--- config.mk ---
export PLATFORM = sky130hd
export DESIGN_NAME = vga_timing_ctrl
export DESIGN_NICKNAME = d
export VERILOG_FILES = /design/src/rtl/vga_pkg.sv /design/src/rtl/sync_delay_line.sv /design/src/rtl/vga_timing_ctrl.sv
export SDC_FILE = /design/constraint.sdc
export NUM_CORES = 1
export LEC_CHECK = 0
export ABC_AREA = 1
export BUFFER_PORTS_ARGS = -buffer_cell sky130_fd_sc_hd__buf_2
export CORE_ASPECT_RATIO = 0.75
export CORE_UTILIZATION = 43
export DETAILED_ROUTE_END_ITERATION = 6
export PLACE_DENSITY = 0.69
export SLEW_MARGIN = 20
export SYNTH_ARGS = -nofsm -noshare
export SYNTH_HDL_FRONTEND = slang
export SYNTH_SLANG_ARGS = --single-unit
--- constraint.sdc ---
create_clock -name clk -period 1.85 [get_ports clk]
set_input_delay 0 -clock clk [delete_from_list [all_inputs] [get_ports clk]]
set_output_delay 0 -clock clk [all_outputs]
set_load 0.02 [all_outputs]
--- src/rtl/vga_pkg.sv ---
// Shared VGA timing defaults, pixel word type and colour expansion helpers.
package vga_pkg;

  // 640x480 @ 60 Hz industry timing, pixel clock 25 MHz nominal
  localparam int H_VIS_DEF   = 640;
  localparam int H_FP_DEF    = 16;
  localparam int H_SYNC_DEF  = 96;
  localparam int H_BP_DEF    = 48;
  localparam int V_VIS_DEF   = 480;
  localparam int V_FP_DEF    = 10;
  localparam int V_SYNC_DEF  = 2;
  localparam int V_BP_DEF    = 33;
  localparam int H_TOTAL_DEF = H_VIS_DEF + H_FP_DEF + H_SYNC_DEF + H_BP_DEF;
  localparam int V_TOTAL_DEF = V_VIS_DEF + V_FP_DEF + V_SYNC_DEF + V_BP_DEF;

  // Drawer output word: 3 bits red, 3 bits green, 2 bits blue
  typedef struct packed {
    logic [2:0] r;
    logic [2:0] g;
    logic [1:0] b;
  } rgb332_t;

  // Bit replication so that 0 maps to 00 and full scale maps to FF
  function automatic logic [7:0] expand3to8(input logic [2:0] c);
    return {c, c, c[2:1]};
  endfunction

  function automatic logic [7:0] expand2to8(input logic [1:0] c);
    return {c, c, c, c};
  endfunction

endpackage

--- src/rtl/sync_delay_line.sv ---
// Parameterised shift register that delays a small bundle of timing bits
// so they line up with pixel data coming back from the drawer pipeline.
module sync_delay_line #(
  parameter int               WIDTH     = 3,
  parameter int               DEPTH     = 2,
  parameter logic [WIDTH-1:0] RESET_VAL = '0
) (
  input  logic             i_clk,
  input  logic             i_rst_n,
  input  logic [WIDTH-1:0] i_data,
  output logic [WIDTH-1:0] o_data
);

  logic [WIDTH-1:0] r_stage [DEPTH];

  // Shift raw bits through DEPTH stages; reset loads the idle pattern everywhere
  always_ff @(posedge i_clk or negedge i_rst_n) begin
    if (!i_rst_n) begin
      for (int k = 0; k < DEPTH; k++) begin
        r_stage[k] <= RESET_VAL;
      end
    end else begin
      r_stage[0] <= i_data;
      for (int k = 1; k < DEPTH; k++) begin
        r_stage[k] <= r_stage[k-1];
      end
    end
  end

  assign o_data = r_stage[DEPTH-1];

endmodule

--- src/rtl/vga_timing_ctrl.sv ---
// VGA scan generator: produces pixel coordinates for the drawers, delays
// sync/blank to match drawer latency, and expands RGB332 to 8:8:8 on the pins.
module vga_timing_ctrl
  import vga_pkg::*;
#(
  parameter int H_VIS      = H_VIS_DEF,
  parameter int H_FP       = H_FP_DEF,
  parameter int H_SYNC     = H_SYNC_DEF,
  parameter int H_BP       = H_BP_DEF,
  parameter int V_VIS      = V_VIS_DEF,
  parameter int V_FP       = V_FP_DEF,
  parameter int V_SYNC     = V_SYNC_DEF,
  parameter int V_BP       = V_BP_DEF,
  parameter int PIPE_DELAY = 2
) (
  input  logic        clk,
  input  logic        resetN,
  input  logic [7:0]  RGBIn,
  output logic [10:0] pixelX,
  output logic [10:0] pixelY,
  output logic        startOfFrame,
  output logic        hSync,
  output logic        vSync,
  output logic        blankN,
  output logic [7:0]  red,
  output logic [7:0]  green,
  output logic [7:0]  blue
);

  localparam int H_TOTAL = H_VIS + H_FP + H_SYNC + H_BP;
  localparam int V_TOTAL = V_VIS + V_FP + V_SYNC + V_BP;

  localparam logic [10:0] C_H_LAST = 11'(H_TOTAL - 1);
  localparam logic [10:0] C_V_LAST = 11'(V_TOTAL - 1);
  localparam logic [10:0] C_H_VIS  = 11'(H_VIS);
  localparam logic [10:0] C_V_VIS  = 11'(V_VIS);
  localparam logic [10:0] C_HS_BEG = 11'(H_VIS + H_FP);
  localparam logic [10:0] C_HS_END = 11'(H_VIS + H_FP + H_SYNC);
  localparam logic [10:0] C_VS_BEG = 11'(V_VIS + V_FP);
  localparam logic [10:0] C_VS_END = 11'(V_VIS + V_FP + V_SYNC);

  // Idle pattern for {hsync, vsync, active}: syncs deasserted, not visible
  localparam logic [2:0] C_IDLE = 3'b110;

  logic [10:0] r_pixel_x;
  logic [10:0] r_pixel_y;
  logic        r_sof;
  logic        r_hsync;
  logic        r_vsync;
  logic        r_blank_n;
  logic [7:0]  r_red;
  logic [7:0]  r_green;
  logic [7:0]  r_blue;

  logic        w_active_raw;
  logic        w_hsync_raw;
  logic        w_vsync_raw;
  logic [2:0]  w_dly;
  logic        w_frame_last;
  rgb332_t     w_rgb;

  // Raster counters: X wraps each line, Y advances on the X wrap
  always_ff @(posedge clk or negedge resetN) begin
    if (!resetN) begin
      r_pixel_x <= '0;
      r_pixel_y <= '0;
    end else if (r_pixel_x == C_H_LAST) begin
      r_pixel_x <= '0;
      if (r_pixel_y == C_V_LAST) begin
        r_pixel_y <= '0;
      end else begin
        r_pixel_y <= r_pixel_y + 11'd1;
      end
    end else begin
      r_pixel_x <= r_pixel_x + 11'd1;
    end
  end

  assign w_active_raw = (r_pixel_x < C_H_VIS) && (r_pixel_y < C_V_VIS);
  assign w_hsync_raw  = !((r_pixel_x >= C_HS_BEG) && (r_pixel_x < C_HS_END));
  assign w_vsync_raw  = !((r_pixel_y >= C_VS_BEG) && (r_pixel_y < C_VS_END));
  assign w_frame_last = (r_pixel_x == C_H_LAST) && (r_pixel_y == C_V_LAST);
  assign w_rgb        = RGBIn;

  // One delay line carries all three timing bits so they can never skew
  sync_delay_line #(
    .WIDTH     (3),
    .DEPTH     (PIPE_DELAY),
    .RESET_VAL (C_IDLE)
  ) u_sync_delay (
    .i_clk   (clk),
    .i_rst_n (resetN),
    .i_data  ({w_hsync_raw, w_vsync_raw, w_active_raw}),
    .o_data  (w_dly)
  );

  // Start-of-frame strobe lands while the counters read (0,0)
  always_ff @(posedge clk or negedge resetN) begin
    if (!resetN) begin
      r_sof <= 1'b0;
    end else begin
      r_sof <= w_frame_last;
    end
  end

  // Pin register: colour is forced to zero outside the visible area
  always_ff @(posedge clk or negedge resetN) begin
    if (!resetN) begin
      r_hsync   <= 1'b1;
      r_vsync   <= 1'b1;
      r_blank_n <= 1'b0;
      r_red     <= '0;
      r_green   <= '0;
      r_blue    <= '0;
    end else begin
      r_hsync   <= w_dly[2];
      r_vsync   <= w_dly[1];
      r_blank_n <= w_dly[0];
      if (w_dly[0]) begin
        r_red   <= expand3to8(w_rgb.r);
        r_green <= expand3to8(w_rgb.g);
        r_blue  <= expand2to8(w_rgb.b);
      end else begin
        r_red   <= '0;
        r_green <= '0;
        r_blue  <= '0;
      end
    end
  end

  assign pixelX       = r_pixel_x;
  assign pixelY       = r_pixel_y;
  assign startOfFrame = r_sof;
  assign hSync        = r_hsync;
  assign vSync        = r_vsync;
  assign blankN       = r_blank_n;
  assign red          = r_red;
  assign green        = r_green;
  assign blue         = r_blue;

endmodule

==> flow_summary.yaml <==
floorplanning:
  dieArea_mm2: 0.00490
  ioPinCount: 60
  rows: 21
  fp.coreArea_mm2: 0.00444
  die_h_um: 60.9
  fp.dieW_um: 80.5
  initial_core_util_pct: 44.8
detailed_routing:
  routed_wl_mm: 3.94
  wl_per_cell_um: 11.5
  dr.pass1.iters: 5
  vias: 1619
  viasPerCell: 4.72
  ant_nets: 0
  drc: 0
  dr.first_iter.drc_count: 84
logic_synthesis:
  synth_top_family_by_area: "simple AND/OR/NAND/NOR gates"
  synth-compound-area-share_pct: 3.46
  synth-main-ff-cell: "dfrtp_1"
  mappedNetlistArea_mm2: 0.00199
  synthMuxAreaShare_pct: 0
  synth-seq-cells: 40
  synth.area.top_cells: "dfrtp_1, nand2_1, dfstp_2"
  synth_edf_count: 0
  yosys.area_share.simple_pct: 27.3
  async_reset_ff_share_pct: 100
  syn_nets: 240
  yosysSeqAreaShare_pct: 50.7
  synth_top_area_share_pct: 42.8
  synth_top_area_cell: "dfrtp_1"
  synthAdderAreaFrac_pct: 1.89
  avgSynthCellArea_um2: 8.76
  ys_types: 29
  syn_inst: 227
  synth_warnings: 0
  synthXorXnorAreaFrac_pct: 3.52
timing:
  final-max-slew-violation-count: 0
  skew_ns: 0.00271
  period_minus_slack_ns: 1.53
  finalSetupViolCount: 0
  slew_headroom_pct: 65.4
  fmax_mhz: 654
  tightest_slew_ns: 0.519
  fin_tns_setup_ns: 0
  timing.hold.ws_ns: 0.202
  finalHoldViolations: 0
  rsz0062_at_grt: "no"
  period_share_pct: 82.6
clock_network:
  cts_max_level: 2
  post_cts_resized: 0
  insertion_delay_ns: 0.29
  cts_tree: "yes"
  post_cts_buffers: 0
  cts-root-buf: "clkbuf_8"
  clk_pin_slew_ns: 0.08
  cts_sinks: 40
  cts_buffer_depth: 2
  cts_buffers: 5
  holdBufCountCts: 9
setup_path:
  end_kind: "flop"
  reg2reg_depth: 7
  critPathKind: "flop to flop"
  cp_max_fo: 7
  crit_path_start_kind: "flop"
  required_ns: 2.02
  cp.arrival_ns: 1.70
worst_hold_path:
  hold_path.class: "primary input to asynchronous set/reset pin"
global_route:
  grt_usage_pct: 17.3
  grt.overflow.total: 0
  grt_max_degree: 25
  grt_pass1_vias: 1366
  grt_pass1_wl_mm: 6.29
  antenna_found_initial: 0
cells_and_area:
  fin_nets: 298
  final_core_util_pct: 55.0
  antenna_cells: 0
  area_growth_pct: 22.9
  layout_commonest_cell: "buf_2"
  drive_above_1_share_pct: 30.1
  layout_common_cells: "buf_2, nand2_1, dfrtp_1, inv_1, nor2_1"
outcome:
  outcome: "finished clean"
power:
  leakage_uw: 0.00132
  peakVddDrop_uv: 491
  power_density_mw_per_mm2: 704
placed_design:
  dp_hpwl_mm: 2.86
  port_buffers: 59
  globalplace.congestion: 0.886
flow_run:
  cap_viol_max_count: 0
-- through the flow --
step | area, µm² | setup slack (ns) | cells | total power [µW]
2_1_floorplan | 1990 | 0.351 | 227 | 974
3_3_place_gp | 2240 | 0.378 | 326 | 1000
3_5_place_dp | 2240 | 0.342 | 326 | 1000
4_1_cts | 2440 | 0.318 | 343 | 1750
5_1_grt | 2440 | 0.148 | 343 | 1790
6_report | 2440 | 0.321 | 343 | 1720
-- worst max-delay path, cell delays in order, from the launching register on --
cell and delay, ns:
dfrtp_1 0.46, inv_1 0.12, ha_1 0.14, inv_1 0.05, nor2_1 0.09, nand4_1 0.28, nand3_1 0.17, o21ai_0 0.09
-- state kept, by name, indices dropped and copies added, names as in the netlist, 2 cells and up --
signal / cells
pixelX: 11
pixelY: 11
green: 3
red: 3
u_sync_delay.o_data: 3
u_sync_delay.r_stage: 3
blue: 2
-- kinds of logic after synthesis --
group / Yosys count
AO/OA/AOI/OAI: 12
XOR/XNOR: 8
adder cells (fa/ha/maj): 3
AND/OR/NAND/NOR: 113
flip-flops: 40
buffers and inverters: 51
-- where the power goes --
group	switching (µW)	total [µW]	internal, µW
Sequential	5.09	888	883
Clock	313	719	406
Combinational	69.1	112	42.7
-- cell type report --
type                       count  area [µm²]
clock buffer                   5        68.8
clock inverter                 3        47.5
fill                         418        2000
inverter                      30         113
multi-input combinational    136         719
sequential                    40        1010
tap                           57        71.3
timing repair buffer          72         415
-- per-layer routing --
layer  vias to the layer above  wire [µm]  track usage [%]
li1                        822          -                -
met1                       729       1900             24.0
met2                        64       1700             26.9
met3                         4        302             4.06
met4                         0         40             6.12
met5                         -          0                0
-- path summary, 6_finish.rpt --
kind,from,end,slack (ns)
hold reg to reg,u_sync_delay.r_stage[3],u_sync_delay.o_data[0],0.35
hold / removal,resetN,pixelX[7],0.20
max in group asynchronous,resetN,u_sync_delay.r_stage[4],1.03
min in group clk,u_sync_delay.r_stage[3],u_sync_delay.o_data[0],0.35
setup / recovery,pixelY[0],pixelY[0],0.32
setup reg to reg,pixelY[0],pixelY[0],0.32
-- cells in the mapped netlist, drive strengths merged (2+ instances only) --
library cell / count
nor2: 24
xor2: 7
buf: 18
nand2: 49
clkbuf: 3
dfstp: 6
inv: 30
nand3: 20
nor4: 2
a21oi: 3
nor3: 7
ha: 3
nand4: 8
dfrtp: 34
nand3b: 2
o21bai: 2
o21ai: 6
(Power assumes the default switching activity.)
